[src/rtl/cache_refill_engine.sv]
// rtl/cache_refill_engine.sv - miss handler: victim write-back, line fetch and single-pulse fill
module cache_refill_engine #(
    parameter int ADDRESS_WIDTH   = 32,
    parameter int DATA_WIDTH      = 32,
    parameter int TAG_BITS        = 18,
    parameter int INDEX_BITS      = 8,
    parameter int OFFSET_BITS     = 6,
    parameter int LINE_SIZE_BYTES = 64,
    localparam int LINE_SIZE_BITS = 8 * LINE_SIZE_BYTES
) (
    input  logic                      clk,
    input  logic                      rst,
    input  logic                      i_req_valid,
    output logic                      o_req_ready,
    input  logic [TAG_BITS-1:0]       i_tag,
    input  logic [INDEX_BITS-1:0]     i_index,
    input  logic                      i_victim_dirty,
    input  logic [TAG_BITS-1:0]       i_victim_tag,
    input  logic [LINE_SIZE_BITS-1:0] i_victim_line,
    output logic                      o_fill_valid,
    output logic [TAG_BITS-1:0]       o_fill_tag,
    output logic [INDEX_BITS-1:0]     o_fill_index,
    output logic [LINE_SIZE_BITS-1:0] o_fill_line,
    output logic                      o_busy,
    output logic                      o_mem_req_valid,
    input  logic                      i_mem_req_ready,
    output logic                      o_mem_we,
    output logic [ADDRESS_WIDTH-1:0]  o_mem_addr,
    output logic [DATA_WIDTH-1:0]     o_mem_wdata,
    input  logic                      i_mem_rdata_valid,
    input  logic [DATA_WIDTH-1:0]     i_mem_rdata
);

    localparam int BEATS      = LINE_SIZE_BITS / DATA_WIDTH;
    localparam int CW         = $clog2(BEATS);
    localparam int BYTE_SHIFT = $clog2(DATA_WIDTH / 8);

    typedef enum logic [2:0] {S_IDLE, S_WB, S_RD_REQ, S_RD_DATA, S_FILL} state_t;

    state_t                    r_state;
    logic [CW-1:0]             r_cnt;
    logic [TAG_BITS-1:0]       r_tag;
    logic [TAG_BITS-1:0]       r_victim_tag;
    logic [INDEX_BITS-1:0]     r_index;
    logic [LINE_SIZE_BITS-1:0] r_victim_line;
    logic [LINE_SIZE_BITS-1:0] r_fill_line;
    logic                      r_mem_req_valid;
    logic                      r_mem_we;
    logic [ADDRESS_WIDTH-1:0]  r_mem_addr;
    logic [DATA_WIDTH-1:0]     r_mem_wdata;

    logic [CW-1:0]             w_next_cnt;
    logic [OFFSET_BITS-1:0]    w_next_off;
    logic                      w_last;

    assign w_next_cnt = r_cnt + CW'(1);
    assign w_next_off = OFFSET_BITS'(w_next_cnt) << BYTE_SHIFT;
    assign w_last     = (r_cnt == CW'(BEATS - 1));

    always_ff @(posedge clk or posedge rst) begin
        if (rst) begin
            r_state         <= S_IDLE;
            r_cnt           <= '0;
            r_tag           <= '0;
            r_victim_tag    <= '0;
            r_index         <= '0;
            r_victim_line   <= '0;
            r_fill_line     <= '0;
            r_mem_req_valid <= 1'b0;
            r_mem_we        <= 1'b0;
            r_mem_addr      <= '0;
            r_mem_wdata     <= '0;
        end else begin
            case (r_state)
                S_IDLE: begin
                    if (i_req_valid) begin
                        r_tag           <= i_tag;
                        r_index         <= i_index;
                        r_victim_tag    <= i_victim_tag;
                        r_victim_line   <= i_victim_line;
                        r_cnt           <= '0;
                        r_mem_req_valid <= 1'b1;
                        // First memory request is preloaded here so it is valid the cycle after accept
                        if (i_victim_dirty) begin
                            r_mem_we    <= 1'b1;
                            r_mem_addr  <= {i_victim_tag, i_index, {OFFSET_BITS{1'b0}}};
                            r_mem_wdata <= i_victim_line[DATA_WIDTH-1:0];
                            r_state     <= S_WB;
                        end else begin
                            r_mem_we    <= 1'b0;
                            r_mem_addr  <= {i_tag, i_index, {OFFSET_BITS{1'b0}}};
                            r_mem_wdata <= '0;
                            r_state     <= S_RD_REQ;
                        end
                    end
                end
                S_WB: begin
                    if (i_mem_req_ready) begin
                        if (w_last) begin
                            r_mem_we    <= 1'b0;
                            r_mem_addr  <= {r_tag, r_index, {OFFSET_BITS{1'b0}}};
                            r_mem_wdata <= '0;
                            r_state     <= S_RD_REQ;
                        end else begin
                            r_cnt       <= w_next_cnt;
                            r_mem_addr  <= {r_victim_tag, r_index, w_next_off};
                            r_mem_wdata <= r_victim_line[int'(w_next_cnt)*DATA_WIDTH +: DATA_WIDTH];
                        end
                    end
                end
                S_RD_REQ: begin
                    if (i_mem_req_ready) begin
                        r_mem_req_valid <= 1'b0;
                        r_cnt           <= '0;
                        r_state         <= S_RD_DATA;
                    end
                end
                S_RD_DATA: begin
                    if (i_mem_rdata_valid) begin
                        r_fill_line[int'(r_cnt)*DATA_WIDTH +: DATA_WIDTH] <= i_mem_rdata;
                        if (w_last) begin
                            r_state <= S_FILL;
                        end else begin
                            r_cnt <= w_next_cnt;
                        end
                    end
                end
                S_FILL: begin
                    r_state <= S_IDLE;
                end
                default: begin
                    r_state <= S_IDLE;
                end
            endcase
        end
    end

    assign o_req_ready     = (r_state == S_IDLE);
    assign o_busy          = (r_state != S_IDLE);
    assign o_fill_valid    = (r_state == S_FILL);
    assign o_fill_tag      = r_tag;
    assign o_fill_index    = r_index;
    assign o_fill_line     = r_fill_line;
    assign o_mem_req_valid = r_mem_req_valid;
    assign o_mem_we        = r_mem_we;
    assign o_mem_addr      = r_mem_addr;
    assign o_mem_wdata     = r_mem_wdata;

endmodule

[config.mk]
export PLATFORM = sky130hd
export DESIGN_NAME = cache_refill_engine
export DESIGN_NICKNAME = d
export VERILOG_FILES = /design/src/rtl/cache_refill_engine.sv
export SDC_FILE = /design/constraint.sdc
export NUM_CORES = 2
export LEC_CHECK = 0
export ABC_AREA = 0
export BUFFER_PORTS_ARGS = -buffer_cell sky130_fd_sc_hd__buf_2
export CAP_MARGIN = 20
export CORE_AREA = 2 2 474 476
export CTS_BUF_LIST = sky130_fd_sc_hd__clkbuf_8
export DETAILED_ROUTE_END_ITERATION = 16
export DIE_AREA = 0 0 476 478
export RECOVER_POWER = 100
export SYNTH_ARGS = -nofsm -noshare
export SYNTH_HDL_FRONTEND = slang
export SYNTH_SLANG_ARGS = --single-unit
[constraint.sdc]
create_clock -name clk -period 39.8 [get_ports clk]
set_input_delay 5.97 -clock clk [delete_from_list [all_inputs] [get_ports clk]]
set_output_delay 5.97 -clock clk [all_outputs]
set_load 0.02 [all_outputs]
==> summary.txt <==
Status
  – Status: complete, but fails checks
  – Failing checks: max-capacitance violations, max-slew violations

Synthesis
  – Post-synthesis async set-or-reset flop share: 1.000
  – Synth top cells by count: dfrtp_1 (1139), nand2_1 (1098), mux2_2 (578)
  – EDFF count, synth: 0
  – Top FF cell, synth: dfrtp_1
  – Cells after synthesis: 4155
  – Mapped Avg Cell Area: 11.64 sq um
  – Synth area leader: dfrtp_1
  – Top cell type's share of synthesized area: 0.5891
  – Post-Synthesis Cell Area: 48380 sq um
  – Most common cell in the netlist: dfrtp_1
  – Flop and latch count out of synthesis: 1139
  – Synth unique cells: 43
  – Largest cells by area after synthesis: dfrtp_1 (59%), mux2_2 (13%), nand2_1 (8.5%), mux4_2 (6.0%), o21ai_1 (2.7%)
  – Sequential share of the synthesized area: 0.5891
  – YS warnings: 0

Setup path
  – WP data arrival: 19190 ps
  – Critical Path End Type: async pin
  – Worst R2R Setup Slack: approximately 26000 ps
  – Peak fanout along the critical path: approximately 140
  – Startpoint types: input pin
  – Reg2reg start: r_state[0]
  – Required time of the critical path: 39950 ps
  – Reg2reg end: r_victim_line[148]
  – Classification of the worst setup path: in2async
  – Worst r2r path cells: 7

Drt
  – # DRC: 0
  – First-pass detailed-route iteration total: 5
  – DR iter-0 viols: between 2000 and 2500
  – Total Wirelength: 201600 microns
  – Routed Antenna Nets: 0
  – WL per Instance: between 20 and 25 microns
  – Vias: about 37000
  – Vias/cell: 4.402

Worst hold path
  – Hold Crit Depth: 1
  – Hold Crit Endpoint: o_mem_we
  – Type of the tightest min-delay check: reg2reg
  – Worst Hold Launch: o_mem_we

Power
  – Power Dens Cells: roughly 74 nW/um^2
  – Max rail drop VDD: 46.25 uV
  – Leakage power: 26.65 nW
  – Switching Power: about 0.0017 W
  – Comb pwr share: 0.382
  – P_int: 0.002745 W
  – Sequential share of power: 0.373
  – Clock network power share: 0.244
  – Final Power: 0.004469 W
  – Switching share of power: 0.3856

Placed design
  – Post-DP Area: between 50000 and 60000 sq um
  – DPL Wire Length: between 150000 and 200000 microns
  – Routability cong.: 0.8327
  – Port Buffers: 1198

Global route
  – Grt total ovfl: 0
  – Global-route wire length before repair: about 280000 microns
  – Antenna violations before repair: 114
  – Total GRT Usage: 0.1716
  – Pin count of the biggest net entering global routing: 179
  – Vias in the first global route: 37740

CTS
  – PostCTS Resize Cnt: 0
  – Worst-Skew Late Latency: 930 ps
  – CTS Hold Buffers Added: 0
  – Reg clk slew, reported paths: 60 ps
  – CTS buffer count: 200
  – Setup Buffers After CTS: 0
  – Clock root cell: clkbuf_8
  – Max H-tree Level: 4
  – Clock Tree Buf Depth: 3
  – CTS tree: yes
  – Clk sinks: approximately 1100

Floorplanning
  – Die Width: 476 microns
  – Core ar.: 223200 sq um
  – Row count: 174
  – Die Y: approximately 480 microns
  – Effective utilization at floorplan: 0.2168
  – Die area: between 200000 and 250000 sq um
  – Io pins: 1201

Finish
  – Multi-input logic area: 18490 sq um
  – Cell area after layout: 60740 sq um
  – Filler Cells Inserted: 23690
  – Area growth, synth to finish: 25.53%
  – Storage cell area: 28510 sq um
  – Layout cells sized above 1: 0.3041
  – Final net count: 5892
  – Final core occ: 0.2722

STA
  – Min Hold Slack: 476.8 ps
  – Period utilization: 0.4783
  – Slew Limit Headroom: -5.661
  – Min Tclk post-route: 19040 ps
  – Final Hold Vio Count: 0
  – Final Max Slew Viols: 2574
  – RSZ-0062 raised after global routing: no
  – Highest clock rate: 52.53 MHz
  – Least-Margin Pin Slew: roughly 10000 ps
  – Setup TNS: 0 ps
  – Final setup fails: 0
  – Clock Skew: 78.24 ps

Job
  – Number of max-cap violations: 40
==> critical path: stages <==
cell        delay [ps]
buf_2              100
clkinvlp_2        2740
clkbuf_1          2170
clkbuf_1          2200
clkbuf_1          2470
buf_12             550
clkbuf_1          2600
==> layer usage <==
metal	GRT usage	wire length, microns	up-vias
met3	0.05192	16530	497
met2	0.3052	101900	1562
met1	0.1838	72080	18590
li1	-	-	16690
met5	0	451	-
met4	0.08263	10590	80
==> cell type report <==
| cell class | count | share of cell area |
|---|---|---|
| sequential | 1139 | 0.4693 |
| multi-input combinational | 2648 | 0.3044 |
| timing repair buffer | 1265 | 0.09320 |
| tap | 2992 | 0.06164 |
| clock buffer | 246 | 0.05574 |
| clock inverter | 109 | 0.01069 |
| inverter | 41 | 0.002554 |
| antenna | 60 | 0.002472 |
==> power groups by stage <==
| stage | Sequential [W] | Combinational (W) | Clock (W) |
|---|---|---|---|
| 6_report | 0.00167 | 0.00171 | 0.00109 |
| 5_1_grt | 0.00170 | 0.00185 | 0.00118 |
| 4_1_cts | 0.00167 | 0.00177 | 0.00113 |
| 3_5_place_dp | 0.00168 | 0.00177 | 0 |
| 3_3_place_gp | 0.00167 | 0.00174 | 0 |
| 2_1_floorplan | 0.00173 | 0.00103 | 0 |
==> cell families after synthesis <==
family                     after synthesis  synth area share
muxes                                  718            0.1966
buffers and inverters                  369           0.03147
DFF                                   1139            0.5891
other                                    1        0.00007751
xor gates and xnor gates                 4         0.0007242
and+or+nand+nor                       1229            0.1008
AOI/OAI and AO/OA                      692           0.08050
adders and majority gates                3         0.0007759
==> metrics by stage <==
step                setup WS, ps  std cells
detailed placement         29090       8085
CTS                        30120       8440
global placement           29230       8084
floorplan                   1753       4156
finish                     20760       8500
global route               18070       8481
==> sequential cells by signal, indices dropped and copies added, names as in the netlist <==
register and flops:
r_cnt 4, o_mem_wdata 32, o_fill_tag 18, o_mem_addr 30, r_state 3, o_mem_req_valid 1
o_fill_line 512, r_victim_line 512, r_victim_tag 18, o_mem_we 1, o_fill_index 8
==> worst max path at each step <==
| stage | from | to | slack [ps] |
|---|---|---|---|
| detailed placement | rst | r_victim_line[17] | 29090 |
| global route | rst | o_mem_wdata[1] | 18070 |
| floorplan | rst | o_fill_index[0] | 1750 |
| CTS | rst | r_victim_line[16] | 30120 |
| global placement | rst | r_victim_line[112] | 29230 |
| finish | rst | o_mem_wdata[18] | 20760 |
==> placed cells by master (no fill, tap or decap), types with 19 or more instances in the layout <==
master	synthesis	routed
a21oi_1	106	106
a22o_1	34	34
buf_2	104	590
buf_4	2	29
clkbuf_1	209	642
clkbuf_8	0	246
clkinv_2	0	19
dfrtp_1	1139	1138
diode_2	0	60
inv_1	41	106
mux2_2	578	576
mux4_2	128	128
nand2_1	1098	1092
nand3_1	43	35
o21ai_0	185	434
o31ai_1	97	97
or3_1	34	34
(Power assumes the default switching activity.)
